==> src/rtl/segment_merger.sv <==
// segment_merger
//   Merges NUM_SEG parallel pixel-generator segment streams into one line-ordered
//   pixel stream: for every line, seg 0 supplies SEG_BEATS beats, then seg 1, and
//   so on; LINES lines make a frame. Internal counters decide line/frame framing;
//   input tlast/tuser are only checked against them (sticky err flags).
// Ports
//   clk, reset      : rising-edge clock, synchronous active-high reset
//   in_t*           : per-segment AXI-Stream slices (segment k at [32k+31:32k] etc.)
//   in_tready       : per-segment ready, only the segment in turn is ever ready
//   out_t*          : merged stream from a single output register
//   err             : sticky; bit0 input tlast mismatch, bit1 misplaced input tuser
//   frame_done      : pulse when the last beat of a frame is taken downstream
module segment_merger #(
  parameter int NUM_SEG   = 4,
  parameter int SEG_BEATS = 160,
  parameter int LINES     = 480
) (
  input  logic                   clk,
  input  logic                   reset,
  input  logic [NUM_SEG*32-1:0]  in_tdata,
  input  logic [NUM_SEG*4-1:0]   in_tkeep,
  input  logic [NUM_SEG-1:0]     in_tlast,
  input  logic [NUM_SEG-1:0]     in_tuser,
  input  logic [NUM_SEG-1:0]     in_tvalid,
  output logic [NUM_SEG-1:0]     in_tready,
  output logic [31:0]            out_tdata,
  output logic [3:0]             out_tkeep,
  output logic                   out_tlast,
  output logic                   out_tuser,
  output logic                   out_tvalid,
  input  logic                   out_tready,
  output logic [1:0]             err,
  output logic                   frame_done
);

  localparam int SEG_W  = (NUM_SEG   > 1) ? $clog2(NUM_SEG)   : 1;
  localparam int BEAT_W = (SEG_BEATS > 1) ? $clog2(SEG_BEATS) : 1;
  localparam int LINE_W = (LINES     > 1) ? $clog2(LINES)     : 1;

  typedef enum logic {SYNC, STREAM} state_t;

  state_t              state_q, state_d;
  logic [SEG_W-1:0]    seg_sel_q, seg_sel_d;
  logic [BEAT_W-1:0]   beat_cnt_q, beat_cnt_d;
  logic [LINE_W-1:0]   line_cnt_q, line_cnt_d;
  logic [31:0]         out_tdata_q, out_tdata_d;
  logic [3:0]          out_tkeep_q, out_tkeep_d;
  logic                out_tlast_q, out_tlast_d;
  logic                out_tuser_q, out_tuser_d;
  logic                out_tvalid_q, out_tvalid_d;
  logic                out_eof_q, out_eof_d;   // buffered beat ends the frame
  logic [1:0]          err_q, err_d;

  logic                out_free;
  logic                sel_valid, sel_last, sel_user;
  logic [31:0]         sel_data;
  logic [3:0]          sel_keep;
  logic                fwd;
  logic                seg_last, beat_last, line_last, first_pos;

  always_comb begin
    state_d      = state_q;
    seg_sel_d    = seg_sel_q;
    beat_cnt_d   = beat_cnt_q;
    line_cnt_d   = line_cnt_q;
    out_tdata_d  = out_tdata_q;
    out_tkeep_d  = out_tkeep_q;
    out_tlast_d  = out_tlast_q;
    out_tuser_d  = out_tuser_q;
    out_tvalid_d = out_tvalid_q;
    out_eof_d    = out_eof_q;
    err_d        = err_q;
    in_tready    = '0;
    sel_valid    = 1'b0;
    sel_last     = 1'b0;
    sel_user     = 1'b0;
    sel_data     = '0;
    sel_keep     = '0;

    out_free  = !out_tvalid_q || out_tready;
    seg_last  = (seg_sel_q  == SEG_W'(NUM_SEG - 1));
    beat_last = (beat_cnt_q == BEAT_W'(SEG_BEATS - 1));
    line_last = (line_cnt_q == LINE_W'(LINES - 1));
    first_pos = (seg_sel_q == '0) && (beat_cnt_q == '0) && (line_cnt_q == '0);

    // seg_sel stays 0 throughout SYNC, so the same selection serves both states.
    // In SYNC the seg-0 ready is also held off while a finished frame's last beat
    // still sits stalled in the output register, so a new sof beat is never lost.
    for (int unsigned k = 0; k < NUM_SEG; k++) begin
      if (SEG_W'(k) == seg_sel_q) begin
        in_tready[k] = out_free && !reset;
        sel_valid    = in_tvalid[k];
        sel_last     = in_tlast[k];
        sel_user     = in_tuser[k];
        sel_data     = in_tdata[k*32 +: 32];
        sel_keep     = in_tkeep[k*4 +: 4];
      end
    end

    fwd = sel_valid && out_free && !reset && ((state_q == STREAM) || sel_user);

    if (out_tready) out_tvalid_d = 1'b0;

    if (fwd) begin
      out_tvalid_d = 1'b1;
      out_tdata_d  = sel_data;
      out_tkeep_d  = sel_keep;
      out_tlast_d  = seg_last && beat_last;
      out_tuser_d  = (state_q == SYNC);
      out_eof_d    = seg_last && beat_last && line_last;

      if (sel_last != beat_last) err_d[0] = 1'b1;
      if ((state_q == STREAM) && (seg_sel_q == '0) && sel_user && !first_pos)
        err_d[1] = 1'b1;

      state_d    = STREAM;
      beat_cnt_d = beat_cnt_q + 1'b1;
      if (beat_last) begin
        beat_cnt_d = '0;
        seg_sel_d  = seg_sel_q + 1'b1;
        if (seg_last) begin
          seg_sel_d  = '0;
          line_cnt_d = line_cnt_q + 1'b1;
          if (line_last) begin
            line_cnt_d = '0;
            state_d    = SYNC;
          end
        end
      end
    end
  end

  always_ff @(posedge clk) begin
    if (reset) begin
      state_q      <= SYNC;
      seg_sel_q    <= '0;
      beat_cnt_q   <= '0;
      line_cnt_q   <= '0;
      out_tdata_q  <= '0;
      out_tkeep_q  <= '0;
      out_tlast_q  <= 1'b0;
      out_tuser_q  <= 1'b0;
      out_tvalid_q <= 1'b0;
      out_eof_q    <= 1'b0;
      err_q        <= '0;
    end else begin
      state_q      <= state_d;
      seg_sel_q    <= seg_sel_d;
      beat_cnt_q   <= beat_cnt_d;
      line_cnt_q   <= line_cnt_d;
      out_tdata_q  <= out_tdata_d;
      out_tkeep_q  <= out_tkeep_d;
      out_tlast_q  <= out_tlast_d;
      out_tuser_q  <= out_tuser_d;
      out_tvalid_q <= out_tvalid_d;
      out_eof_q    <= out_eof_d;
      err_q        <= err_d;
    end
  end

  assign out_tdata  = out_tdata_q;
  assign out_tkeep  = out_tkeep_q;
  assign out_tlast  = out_tlast_q;
  assign out_tuser  = out_tuser_q;
  assign out_tvalid = out_tvalid_q;
  assign err        = err_q;
  assign frame_done = out_tvalid_q && out_tready && out_eof_q && !reset;

endmodule

==> config.mk <==
export PLATFORM = sky130hd
export DESIGN_NAME = segment_merger
export DESIGN_NICKNAME = d
export VERILOG_FILES = /design/src/rtl/segment_merger.sv
export SDC_FILE = /design/constraint.sdc
export NUM_CORES = 1
export LEC_CHECK = 0
export ABC_AREA = 0
export CELL_PAD_IN_SITES_DETAIL_PLACEMENT = 0
export CELL_PAD_IN_SITES_GLOBAL_PLACEMENT = 2
export CORE_MARGIN = 2
export CORE_UTILIZATION = 21
export DETAILED_ROUTE_END_ITERATION = 8
export GPL_TIMING_DRIVEN = 0
export PLACE_DENSITY = 0.78
export SLEW_MARGIN = 20
export SYNTH_ARGS = -nofsm -noshare
export SYNTH_HDL_FRONTEND = slang
export SYNTH_SLANG_ARGS = --single-unit
==> constraint.sdc <==
create_clock -name clk -period 2.6 [get_ports clk]
set_input_delay 0.65 -clock clk [delete_from_list [all_inputs] [get_ports clk]]
set_output_delay 0.65 -clock clk [all_outputs]
set_load 0.02 [all_outputs]
==> impl_metrics.csv, run 1 <==
group,metric,value,unit
outcome,status,"complete, no violations",
job,cap_violations,0,
global_route,overflow,0,
placement,post-dp-hpwl,14820,µm
worst_setup_path,slowest_delay,0.35,ns
timing,rsz0062_at_grt,"yes",
floorplanning,rows,50,
global_route,grt_antenna_before_repair,0,
placement,placedInstanceArea,6446,µm²
detailed_routing,drt_iter0_markers,268,
timing,fin_setup_tns,0,ns
synthesis,syn_nets,696,
worst_setup_path,critPathMaxFanout,10,
detailed_routing,postRouteWirelength,19180,µm
clocking,cts-root-buf,"clkbuf_16",
synthesis,synth_cells,529,
placement,dp_cells,993,
synthesis,seq_area_frac_synth,30.43,%
timing,slew_headroom,50.34,%
global_route,met1_usage,22.95,%
worst_setup_path,crit_path_end_kind,"output pin",
timing,hold_ws,0.4898,ns
synthesis,synth_edf_count,0,
timing,fin_ws,0.09898,ns
worst_setup_path,worst_ep_arrival_time,1.85,ns
worst_setup_path,crit_slowest_cell,"dfxtp_2",
placement,pre_cts_slack,-1.015,ns
timing,drv_slew,0,
power_and_ir_drop,ir_drop,0.2882,mV
worst_setup_path,worst-path-buf-inv,4,
global_route,grt_pass1_vias,5206,
floorplanning,die_w,143.4,µm
timing,period_share,96.19,%
synthesis,synth.distinct_cells,46,
synthesis,yosys_warnings,0,
detailed_routing,drc_errors,0,
worst_setup_path,worstPathCellList,"inv_1 -> ha_2 -> clkbuf_8 -> clkbuf_4 -> and2_1 -> clkdlybuf4s15_2",
synthesis,syn-cell-area,4079,µm²
placement,io_buffers,204,
floorplanning,die_h,143.4,µm
cells_and_area,final.fill_count,1991,
detailed_routing,via_count,5089,
clocking,clk_path_buf_depth,2,
worst_setup_path,r2r_start,"seg_sel_q[1]",
detailed_routing,routedWlPerCell,18.91,µm
placement,routabilityCongestion,0.8584,
cells_and_area,final_cells,1014,
worst_setup_path,critPathCapture,"in_tready[2]",
worst_setup_path,path_class,"reg2out",
worst_setup_path,r2r-end,"out_tdata[3]",
clocking,h-tree-depth,3,
detailed_routing,viasPerCell,5.019,
worst_setup_path,cp.required,1.95,ns
floorplanning,initial_utilization,21.59,%
timing,hold_viol,0,
clocking,cts_tree,"done",
clocking,clk_pin_slew,0.06,ns
global_route,grt_pass1_wl,28560,µm
power_and_ir_drop,p_per_area,427.9,nW/µm²
synthesis,ys_ff_latch,62,
global_route,grtUsageTotal,18.13,%
cells_and_area,syn_to_final_growth,72.91,%
cells_and_area,utilization,37.33,%
synthesis,syn_area_per_cell,7.711,µm²
timing,fmax,399.8,MHz
synthesis,async_reset_ff_share,0,%
floorplanning,num_io_pins,205,
timing,setup_violations,0,
clocking,holdBufCountCts,0,
worst_setup_path,cp-start-kind,"register",
clocking,clkSinkCount,62,
cells_and_area,nets,916,
detailed_routing,dr.pass1.iters,5,
timing,worst_pin_slew,0.7449,ns
global_route,grt_start_max_net_pins,14,
worst_setup_path,r2r_slack,0.20,ns
worst_setup_path,worstSetupStartpoint,"seg_sel_q[0]",
cells_and_area,drive_gt1_share,10.61,%
power_and_ir_drop,p_leak,2.348,nW
cells_and_area,final_area,7053,µm²
detailed_routing,detail-route-antenna-nets,0,
worst_setup_path,cp_num_cells,6,
power_and_ir_drop,finalPower,3.018,mW
floorplanning,core-area,18890,µm²
floorplanning,dieArea,20550,µm²
timing,period_minus_slack,2.501,ns
clocking,cts_made_buffers,9,
global_route,grt-busiest-layer,"met2",
timing,finClkSkew,0.008747,ns
global_route,grt_use_met2,29.40,%
synthesis,synthFlopType,"dfxtp_1",
cells_and_area,insertedDiodeCount,0,
min_path,hold_path_class,"reg2reg",
worst_setup_path,r2r_cells,9,
worst_setup_path,critPathTopFamily,"buffers and inverters",
global_route,grt_util_met3,5.098,%
clocking,clk_latency,0.33,ns
## per-layer routing
layer	vias up	wire length, µm
li1	2481	-
met1	2400	8440
met2	181	8828
met3	27	1420
met4	0	488
met5	-	0
## sequential cells by signal, indices dropped and copies added (netlist names)
signal / flops
beat_cnt_q: 8
out_tuser: 1
out_tvalid: 1
line_cnt_q: 9
err: 2
out_tkeep: 4
out_tdata: 32
seg_sel_q: 2
state_q: 1
out_eof_q: 1
out_tlast: 1
## worst min path at each step
stage                endpoint  cells past startpoint  slack [ns]      start
finish                 err[0]                      2        0.49     err[0]
global route           err[0]                      2        0.52     err[0]
CTS                    err[0]                      2        0.50     err[0]
detailed placement     err[0]                      2        0.48     err[0]
global placement       err[0]                      2        0.47     err[0]
floorplan           out_eof_q                      1        0.46  out_eof_q
## cell type report
class | instances | area [µm²] | share of cell area (%)
Clock buffer | 13 | 270.3 | 3.832
Inverter | 14 | 56.30 | 0.7983
Buffer | 55 | 315.3 | 4.470
Clock inverter | 3 | 65.06 | 0.9225
Sequential cell | 62 | 1242 | 17.62
Multi-Input combinational cell | 397 | 2701 | 38.30
Timing Repair Buffer | 210 | 2077 | 29.45
Tap cell | 260 | 325.3 | 4.612
## synthesized netlist by cell type, types with 3 or more instances
master / number / area share, %
a2111oi_0: 36 / 7.7
a21oi_1: 56 / 6.9
a221oi_1: 36 / 7.7
and2_1: 3 / 0.46
buf_1: 8 / 0.74
buf_2: 7 / 0.86
clkbuf_1: 41 / 3.8
dfxtp_1: 62 / 30
ha_1: 8 / 2.5
inv_1: 13 / 1.2
nand2_1: 16 / 1.5
nand3_1: 14 / 1.7
nand4_1: 3 / 0.46
nor2_1: 10 / 0.92
nor2b_1: 75 / 12
nor3_1: 77 / 9.4
nor4_1: 4 / 0.61
o21ai_0: 10 / 1.2
o31ai_1: 7 / 1.3
or4_1: 8 / 1.5
## timing repair
item                       4_1_cts  5_1_grt
pin swaps                        1        1
setup endpoints to repair       55       42
setup buffers                    4        2
gates resized for setup         67       48
## layout by cell type, fill, tap and decap left out, types with 7 or more instances in the layout
master / instances
nor2_1: 9
nand3_1: 14
a2111oi_2: 11
o31ai_1: 7
a221oi_1: 35
clkbuf_16: 9
or4_1: 8
dfxtp_1: 61
inv_1: 11
a2111oi_1: 12
nor2b_1: 74
clkdlybuf4s50_1: 198
nor3_1: 77
clkbuf_1: 27
a2111oi_0: 13
clkbuf_2: 10
nand2_1: 15
o21ai_0: 10
buf_4: 7
a21oi_1: 56
## cells by family (layout without fill, tap and decap cells)
family                     count (synthesis)  after routing  synth area share, %
and+or+nand+nor                          221            221                30.37
AOI/OAI and AO/OA                        166            166                29.57
buffers and inverters                     70            295                6.656
DFF                                       62             62                30.43
adders and majority gates                  8              8                2.454
muxes                                      2              2               0.5215
## power breakdown
group          internal, mW  total (mW)  switching [mW]
registers             0.989        1.01          0.0235
clock network         0.917        1.36           0.446
logic                 0.367       0.643           0.276
## worst register-to-register path, cell delays in order (launching register included)
cell	delay, ns
dfxtp_1	0.38
ha_2	0.30
inv_2	0.11
a2111oi_4	0.44
buf_4	0.22
and2_1	0.13
clkbuf_4	0.21
buf_2	0.26
a21oi_1	0.10
nor3_1	0.16
No activity file was read; power rests on OpenSTA's default activity.
==> run 2, diff against run 1 <==
--- a/config.mk
+++ b/config.mk
@@ -13,6 +13,7 @@
 export DETAILED_ROUTE_END_ITERATION = 8
 export GPL_TIMING_DRIVEN = 0
 export PLACE_DENSITY = 0.78
+export RECOVER_POWER = 100
 export SLEW_MARGIN = 20
 export SYNTH_ARGS = -nofsm -noshare
 export SYNTH_HDL_FRONTEND = slang
==> impl_metrics.csv, run 2 (same netlist as run 1, synthesis figures left out) <==
group,metric,value,unit
outcome,status,"complete, no violations",
clocking,cts_tree,"done",
floorplanning,die_w,143.4,µm
timing,worst_pin_slew,0.7364,ns
floorplanning,dieArea,20550,µm²
worst_setup_path,worst_ep_arrival_time,1.86,ns
placement,post-dp-hpwl,14820,µm
clocking,clkSinkCount,62,
worst_setup_path,crit_path_end_kind,"output pin",
cells_and_area,syn_to_final_growth,72.91,%
worst_setup_path,path_class,"reg2out",
placement,routabilityCongestion,0.8584,
cells_and_area,largest_reg_flops,32,
cells_and_area,mostFrequentLayoutCell,"clkdlybuf4s50_1",
floorplanning,core-area,18890,µm²
power_and_ir_drop,p_comb_share,21.0,%
cells_and_area,layout_common_cells,"clkdlybuf4s50_1 (157), nor3_1 (77), nor2b_1 (74)",
detailed_routing,via_count,5056,
detailed_routing,detail-route-antenna-nets,0,
clocking,clk_latency,0.34,ns
floorplanning,initial_utilization,21.59,%
timing,setup_violations,0,
cells_and_area,final.fill_count,1991,
clocking,cts-root-buf,"clkbuf_16",
power_and_ir_drop,sw_frac_of_total,24.79,%
cells_and_area,final_area,7053,µm²
global_route,overflow,0,
min_path,hold_path_class,"reg2reg",
clocking,clk_path_buf_depth,2,
timing,period_minus_slack,2.506,ns
global_route,grtUsageTotal,18.13,%
detailed_routing,met3_wirelength,1393,µm
detailed_routing,routedWlPerCell,18.88,µm
power_and_ir_drop,p_per_area,426.1,nW/µm²
detailed_routing,drt_iter0_markers,264,
clocking,cts_made_buffers,9,
detailed_routing,wl_met2,8797,µm
worst_setup_path,cp.required,1.95,ns
detailed_routing,highest_layer,"met4",
global_route,grt_antenna_before_repair,0,
cells_and_area,nets,916,
timing,hold_viol,0,
global_route,grt_start_max_net_pins,14,
detailed_routing,viasPerCell,4.986,
clocking,clk_pin_slew,0.06,ns
power_and_ir_drop,p_clk_share,45.4,%
timing,fmax,399.1,MHz
cells_and_area,drive_gt1_share,10.61,%
placement,io_buffers,204,
floorplanning,num_io_pins,205,
min_path,hold_depth,2,
detailed_routing,postRouteWirelength,19150,µm
detailed_routing,drc_errors,0,
worst_setup_path,r2r_cells,8,
floorplanning,rows,50,
floorplanning,die_h,143.4,µm
power_and_ir_drop,ir_drop,0.2885,mV
detailed_routing,m1WireLength,8465,µm
worst_setup_path,critPathMaxFanout,10,
timing,finClkSkew,0.008636,ns
clocking,h-tree-depth,3,
timing,slew_headroom,50.46,%
cells_and_area,utilization,37.33,%
power_and_ir_drop,power_switching,0.7449,mW
job,cap_violations,0,
power_and_ir_drop,p_leak,2.469,nW
detailed_routing,dr.pass1.iters,5,
global_route,grt_pass1_wl,28560,µm
power_and_ir_drop,p_int,2.260,mW
cells_and_area,insertedDiodeCount,0,
timing,rsz0062_at_grt,"yes",
worst_setup_path,cp-start-kind,"register",
placement,placedInstanceArea,6446,µm²
global_route,grt_pass1_vias,5206,
timing,drv_slew,0,
power_and_ir_drop,power_frac_seq,33.6,%
timing,period_share,96.37,%
-- run 2: final timing paths --
path	slack [ns]	end	start
setup reg to reg	0.20	out_tdata[11]	seg_sel_q[0]
hold reg to reg	0.48	err[0]	err[0]
setup / recovery	0.09	in_tready[0]	seg_sel_q[0]
hold / removal	0.48	err[0]	err[0]
-- run 2: area by class of cell --
cell class	instances	area, µm²	share of cell area (%)
Buffer	55	315.3	4.470
Clock buffer	13	270.3	3.832
Clock inverter	3	65.06	0.9225
Inverter	14	56.30	0.7983
Multi-Input combinational cell	397	2701	38.30
Sequential cell	62	1242	17.62
Tap cell	260	325.3	4.612
Timing Repair Buffer	210	2077	29.45
-- run 2: stage by stage --
step	setup WS (ns)	cells	power [mW]	hold slack [ns]	TNS (ns)
after CTS	0.008629	1012	3.023	0.4956	0
after global routing	-0.008359	1014	3.111	0.5136	-0.008359
after detailed placement	-1.015	993	1.641	0.4796	-26.88
after global placement	-1.033	993	1.639	0.4674	-25.55
final	0.09430	1014	3.005	0.4842	0
after floorplan	0.2384	529	1.253	0.4610	0
-- run 2: power groups by stage --
stage	sequential (mW)	clock, mW	combinational [mW]
floorplan	1.07	0	0.182
global placement	1.03	0	0.608
detailed placement	1.03	0	0.610
CTS	1.01	1.38	0.626
global route	1.01	1.42	0.679
finish	1.01	1.36	0.630
-- run 2: worst max-delay path, cell delays in order (launching register included) --
cell	delay, ns
dfxtp_2	0.35
inv_1	0.10
ha_2	0.23
buf_8	0.17
buf_6	0.17
inv_1	0.10
nor3_1	0.20
buf_2	0.20
-- run 2: timing repair --
| action | 4_1_cts | 5_1_grt |
|---|---|---|
| buffers inserted | 4 | 2 |
| gates resized for setup | 67 | 48 |
| pin swaps | 1 | 1 |
| setup endpoints to repair | 55 | 42 |
| hold buffers | 0 | 0 |
-- run 2: layer usage --
metal,vias up,global-route usage (%)
met5,-,0
met1,2376,22.95
li1,2474,-
met2,179,29.40
met3,27,5.098
met4,0,6.656
==> run 3, diff against run 2 <==
--- a/config.mk
+++ b/config.mk
@@ -5,7 +5,7 @@
 export SDC_FILE = /design/constraint.sdc
 export NUM_CORES = 1
 export LEC_CHECK = 0
-export ABC_AREA = 0
+export CAP_MARGIN = 20
 export CELL_PAD_IN_SITES_DETAIL_PLACEMENT = 0
 export CELL_PAD_IN_SITES_GLOBAL_PLACEMENT = 2
 export CORE_MARGIN = 2
==> results of run 3 <==
No change in the layout: final DEF, timing and power equal those of run 2.
